==> src/rtl/vrf_pkg.sv <==
// Shared vector register file definitions: default geometry and sequencer state codes.
// Used by the operand fetch sequencer, the register file and the issue logic.
// No logic; types and constants only.
package vrf_pkg;

    localparam int VRF_ADDR_WIDTH = 5;
    localparam int VRF_DATA_WIDTH = 32;
    localparam int VRF_NUM_REG    = 6;
    localparam int VRF_NUM_ELE    = 32;

    // Operand fetch sequencer states
    typedef logic [1:0] vrf_state_t;
    localparam vrf_state_t ST_IDLE  = 2'd0;
    localparam vrf_state_t ST_FETCH = 2'd1;
    localparam vrf_state_t ST_DRAIN = 2'd2;

endpackage

==> src/rtl/vrf_pipe_reg.sv <==
// Single-entry valid/ready output register (AXI-style skid-free stage).
// Latency: 1 cycle from in_valid&&in_ready to out_valid.
// Backpressure: in_ready = !out_valid || out_ready, so data holds while stalled and
// back-to-back accepts run without a bubble.
// Ports: in_valid/in_ready/in_data upstream, out_valid/out_ready/out_data downstream.
module vrf_pipe_reg #(
    parameter int W = 8
) (
    input  logic         clk,
    input  logic         reset,
    input  logic         in_valid,
    output logic         in_ready,
    input  logic [W-1:0] in_data,
    output logic         out_valid,
    input  logic         out_ready,
    output logic [W-1:0] out_data
);

    assign in_ready = !out_valid || out_ready;

    always_ff @(posedge clk) begin
        if (reset) begin
            out_valid <= 1'b0;
            out_data  <= '0;
        end else if (in_valid && in_ready) begin
            out_valid <= 1'b1;
            out_data  <= in_data;
        end else if (out_valid && out_ready) begin
            // Accepted with nothing new behind it: the stage empties.
            out_valid <= 1'b0;
        end
    end

endmodule

==> src/rtl/vrf_operand_fetch.sv <==
// Vector operand fetch: reads vs1/vs2 element by element from both RF read ports and
// streams element pairs to the vector ALU. Latency: handshake cycle 0 -> element 0 valid
// in cycle 2, then one pair per cycle. Backpressure: out_ready stalls the output register
// and freezes the read addresses; commands are only accepted in IDLE (cmd_ready).
// Ports: cmd_* command in, rf_* register file read ports, out_* element pair stream,
// busy/done/err status (done/err are one-cycle pulses).
module vrf_operand_fetch
    import vrf_pkg::*;
#(
    parameter int ADDR_WIDTH = VRF_ADDR_WIDTH,
    parameter int DATA_WIDTH = VRF_DATA_WIDTH,
    parameter int NUM_REG    = VRF_NUM_REG,
    parameter int NUM_ELE    = VRF_NUM_ELE
) (
    input  logic                  clk,
    input  logic                  reset,
    input  logic                  cmd_valid,
    output logic                  cmd_ready,
    input  logic [ADDR_WIDTH-1:0] cmd_vs1,
    input  logic [ADDR_WIDTH-1:0] cmd_vs2,
    input  logic [ADDR_WIDTH:0]   cmd_vl,
    output logic [ADDR_WIDTH-1:0] rf_rAddr1_1,
    output logic [ADDR_WIDTH-1:0] rf_rAddr2_1,
    input  logic [DATA_WIDTH-1:0] rf_rData1,
    output logic [ADDR_WIDTH-1:0] rf_rAddr1_2,
    output logic [ADDR_WIDTH-1:0] rf_rAddr2_2,
    input  logic [DATA_WIDTH-1:0] rf_rData2,
    output logic                  out_valid,
    input  logic                  out_ready,
    output logic [DATA_WIDTH-1:0] out_data1,
    output logic [DATA_WIDTH-1:0] out_data2,
    output logic [ADDR_WIDTH-1:0] out_idx,
    output logic                  out_last,
    output logic                  busy,
    output logic                  done,
    output logic                  err
);

    // Counter is one bit wider than the element index so vl == NUM_ELE compares cleanly.
    localparam int CW = ADDR_WIDTH + 1;
    localparam int PW = 2 * DATA_WIDTH + ADDR_WIDTH + 1;

    vrf_state_t            state_q;
    logic [ADDR_WIDTH-1:0] vs1_q;
    logic [ADDR_WIDTH-1:0] vs2_q;
    logic [CW-1:0]         idx_q;
    logic [CW-1:0]         vl_q;
    logic                  done_q;
    logic                  err_q;

    logic                  cmd_fire;
    logic                  cmd_illegal;
    logic                  pipe_in_valid;
    logic                  pipe_in_ready;
    logic                  load;
    logic                  is_last;
    logic                  out_fire;
    logic [PW-1:0]         pipe_in;
    logic [PW-1:0]         pipe_out;

    assign cmd_ready   = (state_q == ST_IDLE);
    assign busy        = !cmd_ready;
    assign done        = done_q;
    assign err         = err_q;
    assign cmd_fire    = cmd_valid && cmd_ready;
    assign cmd_illegal = (cmd_vs1 >= ADDR_WIDTH'(NUM_REG)) ||
                         (cmd_vs2 >= ADDR_WIDTH'(NUM_REG)) ||
                         (cmd_vl > CW'(NUM_ELE));

    // Read addresses come straight from registers, so they are glitch-free and stay
    // put while the output is stalled; all are cleared whenever the sequencer is idle.
    assign rf_rAddr1_1 = vs1_q;
    assign rf_rAddr1_2 = vs2_q;
    assign rf_rAddr2_1 = idx_q[ADDR_WIDTH-1:0];
    assign rf_rAddr2_2 = idx_q[ADDR_WIDTH-1:0];

    assign pipe_in_valid = (state_q == ST_FETCH);
    assign load          = pipe_in_valid && pipe_in_ready;
    assign is_last       = ((idx_q + CW'(1)) == vl_q);
    assign out_fire      = out_valid && out_ready;
    assign pipe_in       = {rf_rData1, rf_rData2, idx_q[ADDR_WIDTH-1:0], is_last};

    vrf_pipe_reg #(.W(PW)) u_out_reg (
        .clk       (clk),
        .reset     (reset),
        .in_valid  (pipe_in_valid),
        .in_ready  (pipe_in_ready),
        .in_data   (pipe_in),
        .out_valid (out_valid),
        .out_ready (out_ready),
        .out_data  (pipe_out)
    );

    assign {out_data1, out_data2, out_idx, out_last} = pipe_out;

    always_ff @(posedge clk) begin
        if (reset) begin
            state_q <= ST_IDLE;
            vs1_q   <= '0;
            vs2_q   <= '0;
            idx_q   <= '0;
            vl_q    <= '0;
            done_q  <= 1'b0;
            err_q   <= 1'b0;
        end else begin
            done_q <= 1'b0;
            err_q  <= 1'b0;
            case (state_q)
                ST_IDLE: begin
                    if (cmd_fire) begin
                        if (cmd_illegal) begin
                            err_q <= 1'b1;
                        end else if (cmd_vl == '0) begin
                            done_q <= 1'b1;
                        end else begin
                            vs1_q   <= cmd_vs1;
                            vs2_q   <= cmd_vs2;
                            vl_q    <= cmd_vl;
                            idx_q   <= '0;
                            state_q <= ST_FETCH;
                        end
                    end
                end
                ST_FETCH: begin
                    if (load) begin
                        // Hold the index on the last element so the addresses do not
                        // run past the vector while the final pair drains.
                        if (is_last) begin
                            state_q <= ST_DRAIN;
                        end else begin
                            idx_q <= idx_q + CW'(1);
                        end
                    end
                end
                ST_DRAIN: begin
                    if (out_fire) begin
                        done_q  <= 1'b1;
                        state_q <= ST_IDLE;
                        vs1_q   <= '0;
                        vs2_q   <= '0;
                        idx_q   <= '0;
                        vl_q    <= '0;
                    end
                end
                default: state_q <= ST_IDLE;
            endcase
        end
    end

endmodule
==> config.mk <==
export PLATFORM = sky130hd
export DESIGN_NAME = vrf_operand_fetch
export DESIGN_NICKNAME = d
export VERILOG_FILES = /design/src/rtl/vrf_pkg.sv /design/src/rtl/vrf_pipe_reg.sv /design/src/rtl/vrf_operand_fetch.sv
export SDC_FILE = /design/constraint.sdc
export NUM_CORES = 1
export LEC_CHECK = 0
export CORE_MARGIN = 8
export CORE_UTILIZATION = 39
export CTS_CLUSTER_SIZE = 14
export DETAILED_ROUTE_END_ITERATION = 6
export GPL_TIMING_DRIVEN = 0
export HOLD_SLACK_MARGIN = 0.1
export PLACE_DENSITY = 0.76
export SETUP_SLACK_MARGIN = 0.02
export SLEW_MARGIN = 15
export SYNTH_ARGS = -nofsm -noshare
export SYNTH_HDL_FRONTEND = slang
export SYNTH_HIERARCHICAL = 1
export SYNTH_SLANG_ARGS = --single-unit
==> constraint.sdc <==
create_clock -name clk -period 2.3 [get_ports clk]
set_clock_uncertainty 0.1 [all_clocks]
set_input_delay 0.46 -clock clk [delete_from_list [all_inputs] [get_ports clk]]
set_output_delay 0.46 -clock clk [all_outputs]
set_load 0.1 [all_outputs]
==> reports/results.ini, run 1 <==
[finish]
drive_gt1_share_pct=25.80
final_cell_mix=dfxtp_1, dlygate4sd2_1, a21oi_1
mostFrequentLayoutCell=dfxtp_1
final_area_mm2=0.006884
fillers=973
final_nets=770
antenna_cells=0
area_growth_pct=56.26
final_cells=833

[place]
detailed_place_hpwl_um=10590
dpl.cell_count=803
numPortBuffers=178
place.gp.congestion=0.7405
place_area_mm2=0.006380
post-place-ws_ps=-663.0

[power]
switching_share_pct=21.82
total_power_w=0.003628
switching_power_w=0.0007917
p_comb_share_pct=8.9
ir_worst_vdd_mv=0.3635
power_density_mw_per_mm2=527.0
power.leakage_nw=3.006
pwr-share-seq_pct=46.6
power_frac_clock_pct=44.5
p_int_w=0.002836

[routing]
drt_wl_total_um=14670
drt_iter0_markers=270
route.detailed.drc=0
firstDrtPassIters=5
avgViaCountPerCell=5.364
detail_route.wl_per_cell_um=17.61
postRouteAntennaNets=0
dr_total_vias=4468

[global_routing]
track_usage_pct=18.71
antenna_found_initial=0
grt_max_degree=23
grt_pass1_vias=4538
grt_overflow=0
grt_pass1_wl_um=22730

[clock_network]
htreeDepth=3
path_clk_slew_ps=70
root_buffer=clkbuf_16
numCtsBuffers=9
clock_latency_ps=330
cts_tree=built
cts_buffer_depth=2
cts.sinks=97

[timing]
fin_crit_ps=2265
fmax_ghz=0.4415
final-setup-viol-count=0
post-route-period-util_pct=98.48
finalMaxSlewViolations=0
relSlewSlack_pct=32.47
setup_tns_ps=0
rsz0062_at_grt=true
setup_ws_ps=34.96
report.final.hold_viol_count=0
worst_slew_pin_slew_ps=1017

[job]
maxCapViolCount=0

[floorplan]
dieWidth_um=122.3
dieArea_mm2=0.01495
dieHeight_um=122.3
boundaryPins=179
core_mm2=0.01122
core.rowCount=39
initial_core_util_pct=39.25

[min_path]
hold_class=reg -> reg

[setup_path]
worst_ep_arrival_time_ps=2420
worst_setup_path_start_kind=primary input
critPathMaxFanout=6
critPathCaptureType=register
crit_required_ps=2460
critPathKind=in -> reg

[synthesis]
synth_warnings=6
synth_ff_type=dfxtp_1
synth_top_area_share_pct=44.08
synth_edf_count=0
yosysTopAreaCell=dfxtp_1
synthTopCellsByArea=dfxtp_1, a21bo_2, a21oi_1
async_reset_ff_share_pct=0
seq_area_frac_synth_pct=44.08
syn_inst=482
ys_ff_latch=97
ys_types=42
syn-num-nets=567
avgSynthCellArea_um2=9.140
syn-cell-area_mm2=0.004405

[outcome]
status=finished clean

path summary, 6_finish.rpt:
check                              start                     endpoint  slack (ps)  cells after the start
max                            cmd_vl[3]         vl_q[5]$_SDFFE_PP0P_          30                     11
min reg2reg  rf_rAddr1_1[1]$_SDFFE_PP0P_  rf_rAddr1_1[1]$_SDFFE_PP0P_         360                      2
max reg2reg        idx_q[1]$_SDFFE_PP0P_        idx_q[5]$_SDFFE_PP0P_          90                      8
min          rf_rAddr1_1[1]$_SDFFE_PP0P_  rf_rAddr1_1[1]$_SDFFE_PP0P_         360                      2
layout make-up:
cell class | instances | area (µm²) | area share, %
Inverter | 5 | 18.77 | 0.2726
Buffer | 57 | 325.3 | 4.726
Multi-Input combinational cell | 322 | 2277 | 33.08
Clock inverter | 4 | 76.32 | 1.109
Timing Repair Buffer | 193 | 1809 | 26.28
Tap cell | 143 | 178.9 | 2.599
Sequential cell | 97 | 1952 | 28.35
Clock buffer | 12 | 246.5 | 3.581
cell families (layout without fill, tap and decap cells):
family	Yosys count	in the layout	share of synthesized area, %
buf+inv	64	271	7.725
flops	97	97	44.08
xor+xnor	7	7	1.392
fa+ha+maj	1	1	0.2840
simple gates	137	137	17.13
compound gates	176	177	29.40
per-layer routing:
| layer | track usage, % | wire length, µm |
|---|---|---|
| met5 | 0 | 0 |
| met4 | 6.017 | 217 |
| met3 | 6.072 | 1132 |
| met1 | 21.63 | 6072 |
| met2 | 32.15 | 7247 |
state kept, by name, indices dropped and copies added (netlist names):
signal,cells
u_out_reg/out_valid,1
done,1
rf_rAddr1_1,5
idx_q,6
rf_rAddr1_2,5
state_q,2
vl_q,6
err,1
u_out_reg/out_data,70
what timing repair did:
action	in CTS	in global routing
hold buffers	0	0
cloned	2	0
endpoints found under the setup margin	117	38
pin swaps	14	11
gates resized for setup	154	34
setup buffers	8	6
power by group through the flow:
stage          Sequential, W  Clock, W  Combinational (W)
2_1_floorplan        0.00179         0          0.0000662
3_3_place_gp         0.00173         0           0.000306
3_5_place_dp         0.00173         0           0.000309
4_1_cts              0.00169   0.00164           0.000315
5_1_grt              0.00169   0.00172           0.000340
6_report             0.00169   0.00161           0.000322
synth_stat cells (2+ instances only):
master and number:
xnor2_1 5, buf_2 23, o21ai_0 2, a21bo_2 62
a211o_1 2, a21bo_1 8, nand3_1 78, buf_6 4
nor2_1 6, or3b_2 9, o311ai_0 6, a21oi_1 84
dfxtp_1 97, a31oi_1 2, nor3_1 3, inv_1 5
o211ai_1 3, xor2_1 2, or3b_1 3, and3b_1 5
or4_1 3, clkbuf_1 20, nand2_1 19, buf_4 11
or3_1 2, nor2b_1 2
worst max-delay path, cell delays in order:
cell	delay [ps]
clkdlybuf4s15_1	180
or4_4	510
buf_6	140
nor3_4	200
buf_6	150
nor3_4	50
a21oi_4	190
buf_6	150
buf_4	140
nand2_1	90
a21oi_1	160
per-stage QoR:
step / hold WS [ps] / utilization [%]
6_report: 356.9 / 61.34
5_1_grt: 380.4 / 61.34
4_1_cts: 350.7 / 60.19
3_5_place_dp: 343.8 / 56.85
3_3_place_gp: 338.3 / 56.85
2_1_floorplan: 343.6 / -
Note: power is estimated with default switching activity, not from simulation.
==> run 2: changes to the inputs <==
- GPL_TIMING_DRIVEN: 0 -> 1
- TNS_END_PERCENT: not set -> 5
==> reports/results.ini, run 2 (synthesis results as in run 1) <==
[power]
switching_share_pct=22.29  ; +0.46 points
p_int_w=0.002703  ; -4.7%
p_comb_share_pct=9.1  ; +0.2 points
switching_power_w=0.0007752  ; -2.1%
ir_worst_vdd_mv=0.3768  ; +3.7%
power_density_mw_per_mm2=524.6  ; -0.45%
power.leakage_nw=2.643  ; -12%
total_power_w=0.003478  ; -4.1%
power_frac_clock_pct=42.2  ; -2.3 points
pwr-share-seq_pct=48.7  ; +2.1 points

[floorplan]
boundaryPins=179  ; unchanged
dieWidth_um=122.3  ; unchanged
core_mm2=0.01122  ; unchanged
dieHeight_um=122.3  ; unchanged
initial_core_util_pct=39.25  ; unchanged
dieArea_mm2=0.01495  ; unchanged
core.rowCount=39  ; unchanged

[setup_path]
crit_buf_inv=2  ; -3
critPathMaxFanout=5  ; -1
critPathCaptureType=register
cpPeakStageDelay_ps=520  ; about the same
r2r_end=idx_q[2]$_SDFFE_PP0P_
cp_top_family=simple AND/OR/NAND/NOR gates
cp_cell_sequence=clkdlybuf4s15_1, or4_4, o21a_4, nor3_4, a21oi_4, clkbuf_16, or3b_4, a21oi_1
worst_setup_path_start_kind=primary input
cp_slowest_cell=or4_4
timing.rr.start=idx_q[0]$_SDFFE_PP0P_
reg2regPathDepth=9  ; +1
critPathKind=in -> reg
rrSetupSlack_ps=60  ; -30 ps
crit_required_ps=2470  ; about the same
worst_ep_arrival_time_ps=2450  ; +30 ps

[finish]
multi_input_area_mm2=0.002316  ; +1.7%
area_growth_pct=50.50
fillers=973  ; unchanged
final_nets=728  ; -5.5%
antenna_cells=0  ; unchanged
top_register=u_out_reg/out_data
largest_reg_flops=70  ; unchanged
reg_top3=u_out_reg/out_data (70), idx_q (6), vl_q (6)
mostFrequentLayoutCell=buf_4
final_cell_mix=buf_4, dfxtp_1, nand3_1, clkdlybuf4s50_1, a21oi_1
drive_gt1_share_pct=37.04  ; +11 points
ff_latch_area_mm2=0.001942  ; -0.51%

[global_routing]
grt_max_degree=99  ; +330%
grt_util_met1_pct=19.16  ; -2.5 points
grt_pass1_wl_um=19660  ; -14%
use_met2_pct=26.10  ; -6.0 points
track_usage_pct=16.04  ; -2.7 points
top_usage_layer=met2
antenna_found_initial=0  ; unchanged
grt_pass1_vias=3963  ; -13%
grt_use_met3_pct=5.428  ; -0.64 points
grt_overflow=0  ; unchanged

[timing]
final-setup-viol-count=0  ; unchanged
rsz0062_at_grt=true
finalMaxSlewViolations=0  ; unchanged
fin_crit_ps=2274  ; +9.278 ps
report.final.hold_viol_count=0  ; unchanged
worst_slew_pin_slew_ps=607.4  ; -409.6 ps
relSlewSlack_pct=59.50  ; +27 points
post-route-period-util_pct=98.88  ; +0.40 points
fmax_ghz=0.4397  ; -0.41%
setup_ws_ps=25.68  ; -9.278 ps

[clock_network]
cts_buffer_depth=2  ; unchanged
cts_tree=built
clock_latency_ps=340  ; about the same
cts.sinks=97  ; unchanged
numCtsBuffers=9  ; unchanged
root_buffer=clkbuf_16
path_clk_slew_ps=70  ; about the same
htreeDepth=3  ; unchanged

[routing]
drt_iter0_markers=252  ; -6.7%
firstDrtPassIters=4  ; -1
route.detailed.drc=0  ; unchanged
dr_total_vias=4151  ; -7.1%
drt_wl_total_um=13210  ; -9.9%
avgViaCountPerCell=5.248  ; -2.2%
postRouteAntennaNets=0  ; unchanged
detail_route.wl_per_cell_um=16.70  ; -5.2%

[place]
numPortBuffers=178  ; unchanged
detailed_place_hpwl_um=8933  ; -16%
place.gp.congestion=0.7823  ; +5.6%
post-place-ws_ps=-697.2  ; -34.14 ps

[min_path]
hp-start=rf_rAddr1_2[1]$_SDFFE_PP0P_
worstHoldPathCells=2  ; unchanged
hold_class=reg -> reg
holdPathEnd=rf_rAddr1_2[1]$_SDFFE_PP0P_

[job]
maxCapViolCount=0  ; unchanged

[outcome]
status=finished clean

==> run 2: cell count changes in the layout (fill, tap and decap cells not counted), moves of 7 or more <==
cell | before | now
clkbuf_1 | 18 | 3
dlymetal6s2s_1 | 8 | 1
clkdlybuf4s15_2 | 8 | 0
buf_2 | 26 | 3
buf_12 | 0 | 7
dlygate4sd2_1 | 84 | 0
buf_6 | 9 | 1
or3b_4 | 2 | 10
buf_4 | 22 | 116
or3b_2 | 8 | 0
==> run 2: final cells by class <==
| cell class | instances | area share (%) |
|---|---|---|
| flip-flops and latches | 97 | 29.29 |
| repair buffers | 209 | 28.44 |
| clock buffers | 12 | 3.567 |
| inverters | 5 | 0.2831 |
| clock inverters | 4 | 0.7926 |
| multi-input cells | 321 | 34.93 |
| well taps | 143 | 2.699 |
==> run 2: power groups by stage <==
stage          clock (W)  combinational, W  sequential, W
2_1_floorplan          0         0.0000661        0.00179
3_3_place_gp           0          0.000297        0.00173
3_5_place_dp           0          0.000299        0.00173
4_1_cts          0.00152          0.000303        0.00169
5_1_grt          0.00159          0.000333        0.00169
6_report         0.00147          0.000317        0.00169
==> run 2: what timing repair did <==
item | 4_1_cts | 5_1_grt
hold buffers | 0 | 0
buffers inserted | 3 | 3
gates cloned | 1 | 1
setup endpoints to repair | 18 | 16
gates resized for setup | 21 | 36
pin swaps | 9 | 21
==> run 2: worst max path at each step <==
| stage | start | to | slack [ps] | cells past startpoint |
|---|---|---|---|---|
| detailed placement | cmd_vl[0] | idx_q[2]$_SDFFE_PP0P_ | -700 | 7 |
| floorplan | u_out_reg/out_valid$_SDFFE_PP0P_ | idx_q[3]$_SDFFE_PP0P_ | -130 | 7 |
| finish | cmd_vl[3] | rf_rAddr1_2[2]$_SDFFE_PP0P_ | 30 | 8 |
| global route | idx_q[1]$_SDFFE_PP0P_ | idx_q[2]$_SDFFE_PP0P_ | -50 | 10 |
| CTS | cmd_vl[0] | rf_rAddr1_1[1]$_SDFFE_PP0P_ | 20 | 8 |
| global placement | cmd_vl[0] | vl_q[2]$_SDFFE_PP0P_ | -600 | 8 |
==> run 2: worst reg2reg max path: cells and delay by family (launching register included) <==
kind | cells | cell delay, ps
compound gates | 3 | 610
fa+ha+maj | 1 | 190
buf+inv | 2 | 320
flops | 1 | 310
simple gates | 3 | 570
==> run 2: per-layer routing <==
| layer | up-vias | part of all wire, % |
|---|---|---|
| li1 | 2039 | - |
| met1 | 1947 | 42 |
| met2 | 149 | 48 |
| met3 | 16 | 8.7 |
| met4 | 0 | 1.4 |
| met5 | - | 0 |
==> run 2: per-stage QoR <==
stage	utilization, %	instances	setup TNS, ps	cell area (µm²)	hold WS (ps)
floorplan	-	482	-832.8	4413	343.6
CTS	57.42	787	0	6445	358.2
detailed placement	54.15	767	-12820	6077	347.3
global placement	54.15	767	-10830	6077	342.1
global route	59.07	791	-180.5	6630	393.1
finish	59.07	791	0	6630	371.4
==> run 3: changes to the inputs <==
- CELL_PAD_IN_SITES_DETAIL_PLACEMENT: not set -> 1
- CELL_PAD_IN_SITES_GLOBAL_PLACEMENT: not set -> 1
- CORE_UTILIZATION: 39 -> 28
- GPL_TIMING_DRIVEN: 1 -> 0
- PLACE_DENSITY: 0.76 -> not set
- PLACE_DENSITY_LB_ADDON: not set -> 0.1
==> reports/results.ini, run 3 (synthesis results as in run 1) <==
[setup_path]
r2r_end=idx_q[5]$_SDFFE_PP0P_
crit_required_ps=2470  ; about the same
worst_ep_arrival_time_ps=2440  ; about the same
cpPeakStageDelay_ps=560  ; +40 ps
crit_buf_inv=2  ; unchanged
rrSetupSlack_ps=60  ; about the same
cp_slowest_cell=or4_4
cp-startpoint=cmd_vl[0]
timing.rr.start=idx_q[0]$_SDFFE_PP0P_
critPathKind=in -> reg
cp_top_family=simple AND/OR/NAND/NOR gates
cp_cell_sequence=buf_6, or4_4, o21a_4, nor3_4, a21oi_4, buf_6, or3b_1, a21oi_1
reg2regPathDepth=8  ; -1
worst_setup_path_start_kind=primary input
critPathCaptureType=register
critPathMaxFanout=5  ; unchanged
cp_common_cell=buf_6

[finish]
top_register=u_out_reg/out_data
mostFrequentLayoutCell=dfxtp_1
largest_reg_flops=70  ; unchanged
drive_gt1_share_pct=26.20  ; -11 points
area_growth_pct=55.67
antenna_cells=0  ; unchanged
final_nets=767  ; +5.4%
final_cells=903  ; +14%
final_util_pct=43.81  ; -15 points
reg_top3=u_out_reg/out_data (70), idx_q (6), vl_q (6)
final_cell_mix=dfxtp_1, dlygate4sd2_1, a21oi_1

[routing]
drt_iter0_markers=155  ; -38%
firstDrtPassIters=4  ; unchanged
route.detailed.drc=0  ; unchanged
dr_total_vias=4289  ; +3.3%
drt_wl_total_um=15790  ; +20%
avgViaCountPerCell=4.750  ; -9.5%
postRouteAntennaNets=0  ; unchanged
detail_route.wl_per_cell_um=17.49  ; +4.7%

[global_routing]
track_usage_pct=15.32  ; -0.72 points
grt_pass1_wl_um=24380  ; +24%
grt_overflow=0  ; unchanged
grt_max_degree=18  ; -82%
grt_pass1_vias=4516  ; +14%
antenna_found_initial=0  ; unchanged

[clock_network]
numCtsBuffers=9  ; unchanged
clock_latency_ps=340  ; about the same
path_clk_slew_ps=70  ; about the same
ctsHoldBuffers=0  ; unchanged
cts_buffer_depth=2  ; unchanged
root_buffer=clkbuf_16
htreeDepth=3  ; unchanged
cts_tree=built
cts.sinks=97  ; unchanged

[floorplan]
dieWidth_um=141.4  ; +16%
dieArea_mm2=0.02000  ; +34%
core_mm2=0.01566  ; +39%
initial_core_util_pct=28.14  ; -11 points
dieHeight_um=141.4  ; +16%
core.rowCount=46  ; +18%
boundaryPins=179  ; unchanged

[place]
dpl.cell_count=876  ; +14%
numPortBuffers=178  ; unchanged
place.gp.congestion=0.7116  ; -9.0%
detailed_place_hpwl_um=11710  ; +31%

[timing]
fmax_ghz=0.4407  ; +0.22%
relSlewSlack_pct=29.91  ; -30 points
post-route-period-util_pct=98.67  ; -0.22 points
final-setup-viol-count=0  ; unchanged
fin_crit_ps=2269  ; -4.965 ps
worst_slew_pin_slew_ps=1056  ; +448.1 ps
rsz0062_at_grt=true
report.final.hold_viol_count=0  ; unchanged
finalMaxSlewViolations=0  ; unchanged

[power]
total_power_w=0.003449  ; -0.83%
ir_worst_vdd_mv=0.3252  ; -14%
power.leakage_nw=2.910  ; +10%
power_density_mw_per_mm2=503.0  ; -4.1%

[job]
maxCapViolCount=0  ; unchanged

[min_path]
hp-start=rf_rAddr1_2[2]$_SDFFE_PP0P_
hold_class=reg -> reg
holdPathEnd=rf_rAddr1_2[2]$_SDFFE_PP0P_
worstHoldPathCells=2  ; unchanged

[outcome]
status=finished clean

-- run 3: worst max path at each step --
| stage | cells past startpoint | to | slack (ps) |
|---|---|---|---|
| CTS | 8 | idx_q[5]$_SDFFE_PP0P_ | -90 |
| global route | 8 | rf_rAddr1_1[1]$_SDFFE_PP0P_ | -40 |
| global placement | 7 | idx_q[2]$_SDFFE_PP0P_ | -800 |
| floorplan | 7 | idx_q[3]$_SDFFE_PP0P_ | -130 |
| detailed placement | 7 | idx_q[3]$_SDFFE_PP0P_ | -890 |
| finish | 8 | rf_rAddr1_1[1]$_SDFFE_PP0P_ | 30 |
-- run 3: power by group --
| part | switching [W] | internal [W] | total (W) |
|---|---|---|---|
| Sequential | 0.00000425 | 0.00168 | 0.00169 |
| Combinational | 0.000157 | 0.000164 | 0.000321 |
| Clock | 0.000691 | 0.000748 | 0.00144 |
-- run 3: routing by layer --
layer	vias up	track usage, %	wire length (µm)
li1	2124	-	-
met1	2027	19.20	7192
met2	127	24.29	7281
met3	11	4.940	1102
met4	0	5.314	216
met5	-	0	0
-- run 3: what timing repair did --
action / 4_1_cts / 5_1_grt
setup endpoints to repair: 118 / 36
buffers inserted: 1 / 9
pin swaps: 9 / 11
gates cloned: 0 / 1
gates resized for setup: 144 / 35
-- run 3: area by class of cell --
cell class	instances	area (µm²)
fillers	1819	8797
multi-input cells	322	2291
flip-flops and latches	97	1951
repair buffers	188	1709
plain buffers	59	337.8
well taps	216	270.3
clock buffers	10	229.0
clock inverters	6	51.30
inverters	5	18.77
-- run 3: metrics by stage --
stage / instance area [µm²] / setup WS (ps) / TNS (ps) / hold WS [ps]
after detailed placement: 6465 / -887.8 / -16760 / 348.4
after floorplan: 4413 / -133.8 / -832.8 / 343.6
final: 6858 / 30.65 / 0 / 360.3
after CTS: 6730 / -87.03 / -95.55 / 359.6
after global routing: 6858 / -42.95 / -91.20 / 379.3
after global placement: 6465 / -800.6 / -15760 / 338.9
-- run 3: worst register-to-register path, delay by kind of cell, from the launching register on --
| kind | cells | cell delay [ps] |
|---|---|---|
| AOI/OAI and AO/OA | 3 | 750 |
| adders and majority gates | 1 | 180 |
| buffers and inverters | 1 | 140 |
| DFF | 1 | 380 |
| and+or+nand+nor | 3 | 580 |
